File: src/rtl/my_alu_pkg.sv
// my_alu_pkg: opcodes, condition-code bit positions and masks
// shared by the my_alu_ccr datapath ALU and its core.
package my_alu_pkg;

  localparam logic [2:0] OP_AND  = 3'b000;
  localparam logic [2:0] OP_OR   = 3'b001;
  localparam logic [2:0] OP_XOR  = 3'b010;
  localparam logic [2:0] OP_NOTA = 3'b011;
  localparam logic [2:0] OP_ADD  = 3'b100;
  localparam logic [2:0] OP_SUB  = 3'b101;
  localparam logic [2:0] OP_ADC  = 3'b110;
  localparam logic [2:0] OP_SBC  = 3'b111;

  localparam int CCR_C = 3;
  localparam int CCR_V = 2;
  localparam int CCR_N = 1;
  localparam int CCR_Z = 0;

  localparam logic [3:0] CCR_C_M = 4'b1000;
  localparam logic [3:0] CCR_V_M = 4'b0100;
  localparam logic [3:0] CCR_N_M = 4'b0010;
  localparam logic [3:0] CCR_Z_M = 4'b0001;

  // Opcodes 100-111 produce and consume carry.
  function automatic logic is_arith(
    input logic [2:0] op
  );
    return op[2];
  endfunction

endpackage

File: src/rtl/my_alu_core.sv
// my_alu_core: combinational ALU, (op, A, B, carry-in, old C/V)
// to (result, next C, V, N, Z).
module my_alu_core
  import my_alu_pkg::*;
#(
  parameter int OP_SIZE = 4
) (
  input  logic [2:0]         op_i,
  input  logic [OP_SIZE-1:0] a_i,
  input  logic [OP_SIZE-1:0] b_i,
  input  logic               cin_i,
  input  logic               c_i,
  input  logic               v_i,
  output logic [OP_SIZE-1:0] r_o,
  output logic               c_o,
  output logic               v_o,
  output logic               n_o,
  output logic               z_o
);

  localparam int W   = OP_SIZE;
  localparam int MSB = OP_SIZE - 1;

  logic       cin_eff;
  logic [W:0] sum;
  logic [W:0] dif;

  // Carry/borrow only feeds ADC/SBC; bit W is carry or borrow.
  always_comb begin
    cin_eff = (op_i == OP_ADC || op_i == OP_SBC) ? cin_i : 1'b0;
    sum = {1'b0, a_i} + {1'b0, b_i}
        + {{W{1'b0}}, cin_eff};
    dif = {1'b0, a_i} - {1'b0, b_i}
        - {{W{1'b0}}, cin_eff};
  end

  // Result select and flag generation.
  always_comb begin
    r_o = '0;
    c_o = c_i;
    v_o = v_i;
    unique case (op_i)
      OP_AND:  r_o = a_i & b_i;
      OP_OR:   r_o = a_i | b_i;
      OP_XOR:  r_o = a_i ^ b_i;
      OP_NOTA: r_o = ~a_i;
      OP_ADD, OP_ADC: begin
        r_o = sum[W-1:0];
        c_o = sum[W];
        v_o = (a_i[MSB] == b_i[MSB])
           && (r_o[MSB] != a_i[MSB]);
      end
      OP_SUB, OP_SBC: begin
        r_o = dif[W-1:0];
        c_o = dif[W];
        v_o = (a_i[MSB] != b_i[MSB])
           && (r_o[MSB] != a_i[MSB]);
      end
    endcase
    n_o = r_o[MSB];
    z_o = (r_o == '0);
  end

endmodule

File: src/rtl/my_alu_ccr.sv
// my_alu_ccr: two-stage valid/ready ALU with persistent CVNZ
// condition codes and carry forwarding from stage 1.
module my_alu_ccr
  import my_alu_pkg::*;
#(
  parameter int OP_SIZE = 4
) (
  input  logic               clk,
  input  logic               rst,
  input  logic               in_valid,
  output logic               in_ready,
  input  logic [2:0]         op,
  input  logic [OP_SIZE-1:0] A,
  input  logic [OP_SIZE-1:0] B,
  input  logic               clr_ccr,
  output logic               out_valid,
  input  logic               out_ready,
  output logic [OP_SIZE-1:0] R,
  output logic [3:0]         CCR
);

  logic               s1_valid_q, s1_valid_d;
  logic [OP_SIZE-1:0] s1_r_q, s1_r_d;
  logic [3:0]         s1_f_q, s1_f_d;
  logic               s1_arith_q, s1_arith_d;
  logic               out_valid_q, out_valid_d;
  logic [OP_SIZE-1:0] r_q, r_d;
  logic [3:0]         ccr_q, ccr_d;

  logic               out_free;
  logic               in_fire;
  logic               commit;
  logic               cin;
  logic [OP_SIZE-1:0] core_r;
  logic               core_c, core_v, core_n, core_z;

  // Handshake and forwarded carry for the op being accepted.
  always_comb begin
    out_free = !out_valid_q || out_ready;
    in_ready = !rst && (!s1_valid_q || out_free);
    in_fire  = in_valid && in_ready;
    commit   = s1_valid_q && out_free;
    if (s1_valid_q && s1_arith_q)
      cin = s1_f_q[CCR_C];
    else
      cin = clr_ccr ? 1'b0 : ccr_q[CCR_C];
  end

  my_alu_core #(
    .OP_SIZE (OP_SIZE)
  ) u_core (
    .op_i  (op),
    .a_i   (A),
    .b_i   (B),
    .cin_i (cin),
    .c_i   (ccr_q[CCR_C]),
    .v_i   (ccr_q[CCR_V]),
    .r_o   (core_r),
    .c_o   (core_c),
    .v_o   (core_v),
    .n_o   (core_n),
    .z_o   (core_z)
  );

  // Next state: stage 1 capture, output commit, CCR update.
  // Logic ops take C/V from the CCR at commit so ordering holds.
  always_comb begin
    s1_valid_d  = s1_valid_q;
    s1_r_d      = s1_r_q;
    s1_f_d      = s1_f_q;
    s1_arith_d  = s1_arith_q;
    if (in_fire) begin
      s1_valid_d = 1'b1;
      s1_r_d     = core_r;
      s1_f_d     = {core_c, core_v, core_n, core_z};
      s1_arith_d = is_arith(op);
    end else if (commit) begin
      s1_valid_d = 1'b0;
    end

    out_valid_d = out_free ? s1_valid_q : out_valid_q;
    r_d         = commit ? s1_r_q : r_q;

    ccr_d = clr_ccr ? 4'b0000 : ccr_q;
    if (commit) begin
      ccr_d[CCR_N] = s1_f_q[CCR_N];
      ccr_d[CCR_Z] = s1_f_q[CCR_Z];
      if (s1_arith_q) begin
        ccr_d[CCR_C] = s1_f_q[CCR_C];
        ccr_d[CCR_V] = s1_f_q[CCR_V];
      end
    end
  end

  // Pipeline and CCR registers, cleared immediately on reset.
  always_ff @(posedge clk or posedge rst) begin
    if (rst) begin
      s1_valid_q  <= 1'b0;
      s1_r_q      <= '0;
      s1_f_q      <= '0;
      s1_arith_q  <= 1'b0;
      out_valid_q <= 1'b0;
      r_q         <= '0;
      ccr_q       <= '0;
    end else begin
      s1_valid_q  <= s1_valid_d;
      s1_r_q      <= s1_r_d;
      s1_f_q      <= s1_f_d;
      s1_arith_q  <= s1_arith_d;
      out_valid_q <= out_valid_d;
      r_q         <= r_d;
      ccr_q       <= ccr_d;
    end
  end

  assign out_valid = out_valid_q;
  assign R         = r_q;
  assign CCR       = ccr_q;

endmodule

File: config.mk
export PLATFORM = sky130hd
export DESIGN_NAME = my_alu_ccr
export DESIGN_NICKNAME = d
export VERILOG_FILES = /design/src/rtl/my_alu_pkg.sv /design/src/rtl/my_alu_core.sv /design/src/rtl/my_alu_ccr.sv
export SDC_FILE = /design/constraint.sdc
export NUM_CORES = 1
export LEC_CHECK = 0
export BUFFER_PORTS_ARGS = -buffer_cell sky130_fd_sc_hd__buf_2
export CORE_ASPECT_RATIO = 0.5
export CORE_MARGIN = 2
export CORE_UTILIZATION = 39
export CTS_CLUSTER_DIAMETER = 40
export CTS_CLUSTER_SIZE = 25
export DETAILED_ROUTE_END_ITERATION = 12
export PLACE_DENSITY = 0.66
export REMOVE_ABC_BUFFERS = 1
export SYNTH_ARGS = -nofsm -noshare
export SYNTH_HDL_FRONTEND = slang
export SYNTH_SLANG_ARGS = --single-unit
File: constraint.sdc
create_clock -name clk -period 3.2 [get_ports clk]
set_clock_uncertainty 0.2 [all_clocks]
set_input_delay 0.64 -clock clk [delete_from_list [all_inputs] [get_ports clk]]
set_output_delay 0.64 -clock clk [all_outputs]
set_load 0.02 [all_outputs]
==> results of run 1 <==
-- metrics by stage --
step / hold WS [ns] / instance area (um2) / total power [mW] / TNS, ns
after floorplan: 0.246 / 1390 / 0.455 / 0
after global placement: 0.255 / 1600 / 0.526 / -0.0196
after detailed placement: 0.259 / 1600 / 0.534 / -0.149
after CTS: 0.276 / 1660 / 0.718 / 0
after global routing: 0.305 / 1660 / 0.759 / 0
final: 0.273 / 1660 / 0.713 / 0
-- synth_stat cells, drive strengths merged, types with 5 or more instances --
library cell / n / area share
nand2: 17 / 0.045
mux2: 7 / 0.055
o21ai: 7 / 0.024
xnor2: 5 / 0.031
a21oi: 12 / 0.042
inv: 19 / 0.050
nor2: 5 / 0.013
dfrtp: 18 / 0.31
ha: 14 / 0.12
buf: 6 / 0.029
nand2b: 5 / 0.022
-- routing by layer --
metal | track usage | part of all wire | vias to the layer above
met2 | 0.237 | 0.44 | 19
met1 | 0.192 | 0.52 | 523
met5 | 0 | 0 | -
met4 | 0.0448 | 0.0058 | 0
li1 | - | - | 582
met3 | 0.0158 | 0.033 | 2
-- cell type report --
type,count,area [um2],area share
timing repair buffer,29,155,0.0935
multi-input combinational,113,863,0.520
clock buffer,4,55.1,0.0332
sequential,18,450,0.271
tap,51,63.8,0.0385
inverter,19,71.3,0.0430
-- critical path, cell delays in order --
cell and delay [ns]:
buf_2 0.11, nor2_1 0.06, mux2_2 0.26, nand3_1 0.10, inv_1 0.06, fa_1 0.50
inv_1 0.06, ha_1 0.18, o21a_1 0.20, o31ai_1 0.20, a21oi_1 0.09, a311o_2 0.33
a41o_1 0.18
-- state kept, by name (all words and copies together) (netlist names) --
| signal | flops |
|---|---|
| R | 4 |
| s1_f_q | 4 |
| s1_r_q | 3 |
| CCR | 4 |
| out_valid | 1 |
| s1_arith_q | 1 |
| s1_valid_q | 1 |
-- power by group through the flow --
| stage | Clock [mW] | Sequential (mW) | Combinational, mW |
|---|---|---|---|
| after floorplan | 0 | 0.319 | 0.136 |
| after global placement | 0 | 0.291 | 0.236 |
| after detailed placement | 0 | 0.292 | 0.242 |
| after CTS | 0.188 | 0.288 | 0.243 |
| after global routing | 0.199 | 0.293 | 0.267 |
| final | 0.185 | 0.287 | 0.240 |
-- worst max path at each step --
stage	startpoint	endpoint
after detailed placement	clr_ccr	s1_f_q[0]$_DFFE_PP0P_
after CTS	clr_ccr	s1_f_q[0]$_DFFE_PP0P_
after global placement	clr_ccr	s1_f_q[0]$_DFFE_PP0P_
after floorplan	clr_ccr	s1_f_q[0]$_DFFE_PP0P_
after global routing	s1_arith_q$_DFFE_PP0P_	s1_f_q[0]$_DFFE_PP0P_
final	clr_ccr	s1_f_q[0]$_DFFE_PP0P_
-- logic make-up after synthesis --
| kind of cell | count (synthesis) |
|---|---|
| compound gates | 36 |
| buf+inv | 26 |
| flops | 18 |
| xor+xnor | 8 |
| fa+ha+maj | 18 |
| mux | 9 |
| simple gates | 42 |
==> flow_metrics.py, run 1 <==
metrics = {
    "clock_tree": {
        "cts_tree": "built",
        "cts_htree_levels": 1,
        "numClockSinks": 18,
        "cts_setup_buffers": 0,
        "cts_root_buf": "clkbuf_8",
        "holdBufCountCts": 0,
        "insertion_delay_ns": 0.25,
        "post_cts_resized": 0,
        "clk_pin_slew_ns": 0.07,
        "cts_max_path_buffers": 2,
        "cts_buffers": 3,
    },
    "final_layout": {
        "antenna_cells": 0,
        "syn2layout_area_growth_pct": 16.0,
        "final_cell_mix": "buf_2, inv_1, dfrtp_1",
        "final_cell_count_no_fill": 234,
        "fin_util": 0.478,
        "drive_gt1_frac": 0.240,
        "final_nets": 218,
        "fill_cells": 339,
        "final_common_cell": "buf_2",
    },
    "yosys": {
        "syn-cell-area_mm2": 0.00143,
        "syn_area_per_cell_um2": 9.11,
        "netlist_instances": 157,
        "synth_compound_area_frac": 0.162,
        "ys_types": 35,
        "synth_top_family_by_area": "adder cells",
        "ys_seq_area_frac": 0.315,
        "synthSimpleGateAreaFrac": 0.145,
        "synth_warnings": 0,
        "synth_fa_ha_area_frac": 0.178,
        "synth_mux_area_frac": 0.0691,
        "synth-main-ff-cell": "dfrtp_1",
        "synth_edf_count": 0,
        "async_flop_share": 1.00,
        "ys_ff_latch": 18,
        "synth_xor_xnor_area_share": 0.0490,
    },
    "worst_setup_path": {
        "end_kind": "flop",
        "worstRegToRegCells": 12,
        "required_ns": 3.15,
        "startpoint_type": "input port",
        "arrival_ns": 2.96,
        "r2r_slack_ns": 0.19,
        "reg2reg_from": "s1_arith_q$_DFFE_PP0P_",
        "critical_path_class": "in2reg",
        "path_max_fanout": 4,
        "reg2reg_to": "s1_f_q[0]$_DFFE_PP0P_",
    },
    "place": {
        "hpwl_mm": 2.24,
        "port_buffers": 25,
        "place.gp.congestion": 0.774,
        "dp.cells": 230,
        "post-place-ws_ns": -0.0814,
    },
    "power": {
        "cellLeakagePower_nw": 0.853,
        "p_comb_frac": 0.337,
        "p_sw_mw": 0.232,
        "p_int_mw": 0.480,
        "power.density_mw_per_mm2": 430,
        "power.share.clock": 0.259,
        "p_seq_frac": 0.403,
        "peakVddDrop_mv": 0.153,
        "netSwitchingFraction": 0.326,
    },
    "grt": {
        "antenna_found_initial": 0,
        "grt_start_max_net_pins": 19,
        "grt_usage": 0.140,
        "gr-total-overflow": 0,
        "grt_pass1_vias": 1032,
        "grt_pass1_wl_mm": 4.52,
    },
    "detailed_routing": {
        "first_pass_iters": 4,
        "route.vias.total": 1126,
        "drc": 0,
        "routed_via_density": 4.81,
        "drt_iter0_markers": 36,
        "ant_nets": 0,
        "wl_per_cell_um": 11.7,
        "wirelength_mm": 2.74,
    },
    "timing": {
        "fin_crit_sh": 0.942,
        "setup_viol": 0,
        "worst_slack_ns": 0.187,
        "tightest_slew_ns": 0.686,
        "relSlewSlack": 0.542,
        "rsz0062_at_grt": "false",
        "slew_viol_final": 0,
        "final_hold_viol_count": 0,
        "fin_crit_ns": 3.01,
        "fmax_mhz": 332,
    },
    "floorplan": {
        "start_util": 0.412,
        "pin_count": 26,
        "coreArea_mm2": 0.00347,
        "die_area_mm2": 0.00420,
        "die_h_um": 46.8,
        "die_x_um": 89.6,
        "rows": 15,
    },
    "hold_path": {
        "hold_depth": 2,
        "hold_end": "R[3]$_DFFE_PP0P_",
        "hold_path_class": "reg2reg",
        "min_from": "R[3]$_DFFE_PP0P_",
    },
    "outcome": {
        "outcome": "finished, final reports clean",
    },
    "flow_run": {
        "cap_violations": 0,
    },
}
(Power assumes the default switching activity.)
==> run 2, diff against run 1 <==
--- a/config.mk
+++ b/config.mk
@@ -13,6 +13,7 @@
 export CTS_CLUSTER_SIZE = 25
 export DETAILED_ROUTE_END_ITERATION = 12
 export PLACE_DENSITY = 0.66
+export RECOVER_POWER = 25
 export REMOVE_ABC_BUFFERS = 1
 export SYNTH_ARGS = -nofsm -noshare
 export SYNTH_HDL_FRONTEND = slang
==> constraint.sdc (replaced) <==
create_clock -name clk -period 3.53 [get_ports clk]
set_clock_uncertainty 0.2 [all_clocks]
set_input_delay 0.706 -clock clk [delete_from_list [all_inputs] [get_ports clk]]
set_output_delay 0.706 -clock clk [all_outputs]
set_load 0.02 [all_outputs]
==> flow_metrics.py, run 2 (synthesized netlist as in run 1, its figures left out) <==
metrics = {
    "timing": {
        "worst_slack_ns": 0.409,
        "slew_viol_final": 0,
        "tightest_slew_ns": 0.676,
        "fin_crit_ns": 3.12,
        "fin_crit_sh": 0.884,
        "whs_ns": 0.270,
        "fmax_mhz": 320,
        "tns_ns": 0,
        "relSlewSlack": 0.549,
        "rsz0062_at_grt": "false",
        "final_hold_viol_count": 0,
        "setup_viol": 0,
    },
    "detailed_routing": {
        "routed_via_density": 4.91,
        "drc": 0,
        "drt_iter0_markers": 34,
        "ant_nets": 0,
        "wirelength_mm": 2.76,
        "wl_per_cell_um": 12.0,
        "first_pass_iters": 4,
        "route.vias.total": 1129,
    },
    "final_layout": {
        "final_common_cell": "buf_2",
        "antenna_cells": 0,
        "final_cell_count_no_fill": 230,
        "drive_gt1_frac": 0.223,
        "syn2layout_area_growth_pct": 13.9,
        "final_nets": 214,
        "final_cell_mix": "buf_2, inv_1, dfrtp_1",
    },
    "worst_setup_path": {
        "path_max_fanout": 4,
        "startpoint_type": "input port",
        "required_ns": 3.46,
        "critical_path_class": "in2reg",
        "arrival_ns": 3.05,
        "end_kind": "flop",
    },
    "grt": {
        "grt_pass1_vias": 1002,
        "grt_start_max_net_pins": 19,
        "grtUsageMet2": 0.237,
        "grt.busiest_layer": "met2",
        "grt_util_met3": 0.00879,
        "gr-total-overflow": 0,
        "grt_usage": 0.139,
        "met1_usage": 0.190,
        "antenna_found_initial": 0,
        "grt_pass1_wl_mm": 4.44,
    },
    "power": {
        "power.density_mw_per_mm2": 396,
        "peakVddDrop_mv": 0.134,
        "cellLeakagePower_nw": 0.834,
    },
    "outcome": {
        "outcome": "finished, final reports clean",
    },
    "place": {
        "hpwl_mm": 2.23,
        "dp.cells": 226,
        "post-place-ws_ns": 0.159,
        "port_buffers": 25,
        "place.gp.congestion": 0.814,
    },
    "floorplan": {
        "rows": 15,
        "coreArea_mm2": 0.00347,
        "start_util": 0.412,
        "die_x_um": 89.6,
        "die_h_um": 46.8,
        "die_area_mm2": 0.00420,
        "pin_count": 26,
    },
    "clock_tree": {
        "cts_root_buf": "clkbuf_8",
        "cts_max_path_buffers": 2,
        "clk_pin_slew_ns": 0.07,
        "cts_htree_levels": 1,
        "cts_buffers": 3,
        "post_cts_resized": 0,
        "numClockSinks": 18,
        "holdBufCountCts": 0,
        "insertion_delay_ns": 0.25,
        "cts_setup_buffers": 0,
        "cts_tree": "built",
    },
    "flow_run": {
        "cap_violations": 0,
    },
    "hold_path": {
        "hold_path_class": "reg2reg",
    },
}
[run 2: cell types whose count changed in the layout (fill, tap and decap cells not counted), sizes merged]
cell and change:
buf -4
[run 2: final cells by class]
type	instances	area [um2]
Fill cell	343	1840
Multi-Input combinational cell	113	863
Sequential cell	18	450
Timing Repair Buffer	25	125
Inverter	19	71.3
Tap cell	51	63.8
Clock buffer	4	55.1
[run 2: path summary, 6_finish.rpt]
| kind | slack, ns | endpoint | start | cells after the start |
|---|---|---|---|---|
| min in group asynchronous | 0.35 | CCR[3]$_DFF_PP0_ | rst | 2 |
| max in group asynchronous | 2.35 | R[1]$_DFFE_PP0P_ | rst | 2 |
| worst min register to register | 0.27 | R[3]$_DFFE_PP0P_ | R[3]$_DFFE_PP0P_ | 2 |
| worst min-delay path | 0.27 | R[3]$_DFFE_PP0P_ | R[3]$_DFFE_PP0P_ | 2 |
| worst max-delay path | 0.41 | s1_f_q[1]$_DFFE_PP0P_ | clr_ccr | 13 |
| worst max register to register | 0.42 | s1_f_q[1]$_DFFE_PP0P_ | s1_valid_q$_DFFE_PP0P_ | 12 |
[run 2: per-layer routing]
metal | vias up | share of wire
met2 | 22 | 0.43
li1 | 574 | -
met3 | 2 | 0.039
met1 | 531 | 0.52
met4 | 0 | 0.0091
met5 | - | 0
[run 2: per-stage QoR]
step	cell area, um2	total power, mW	util
5_1_grt	1630	0.684	0.469
3_5_place_dp	1570	0.480	0.453
3_3_place_gp	1570	0.473	0.453
6_report	1630	0.644	0.469
4_1_cts	1630	0.646	0.469
2_1_floorplan	1390	0.412	-
[run 2: power by group]
group	switching, mW	internal [mW]
clock network	0.0709	0.0991
logic	0.123	0.0903
registers	0.0188	0.243
total	0.212	0.432
[run 2: critical path: stages]
cell     delay [ns]
buf_2          0.11
nor2_1         0.06
mux2_2         0.27
nand3_1        0.13
inv_1          0.07
fa_1           0.50
inv_1          0.06
ha_1           0.17
o21a_1         0.21
or4_1          0.40
a21oi_1        0.17
a311o_2        0.13
o21ai_0        0.08
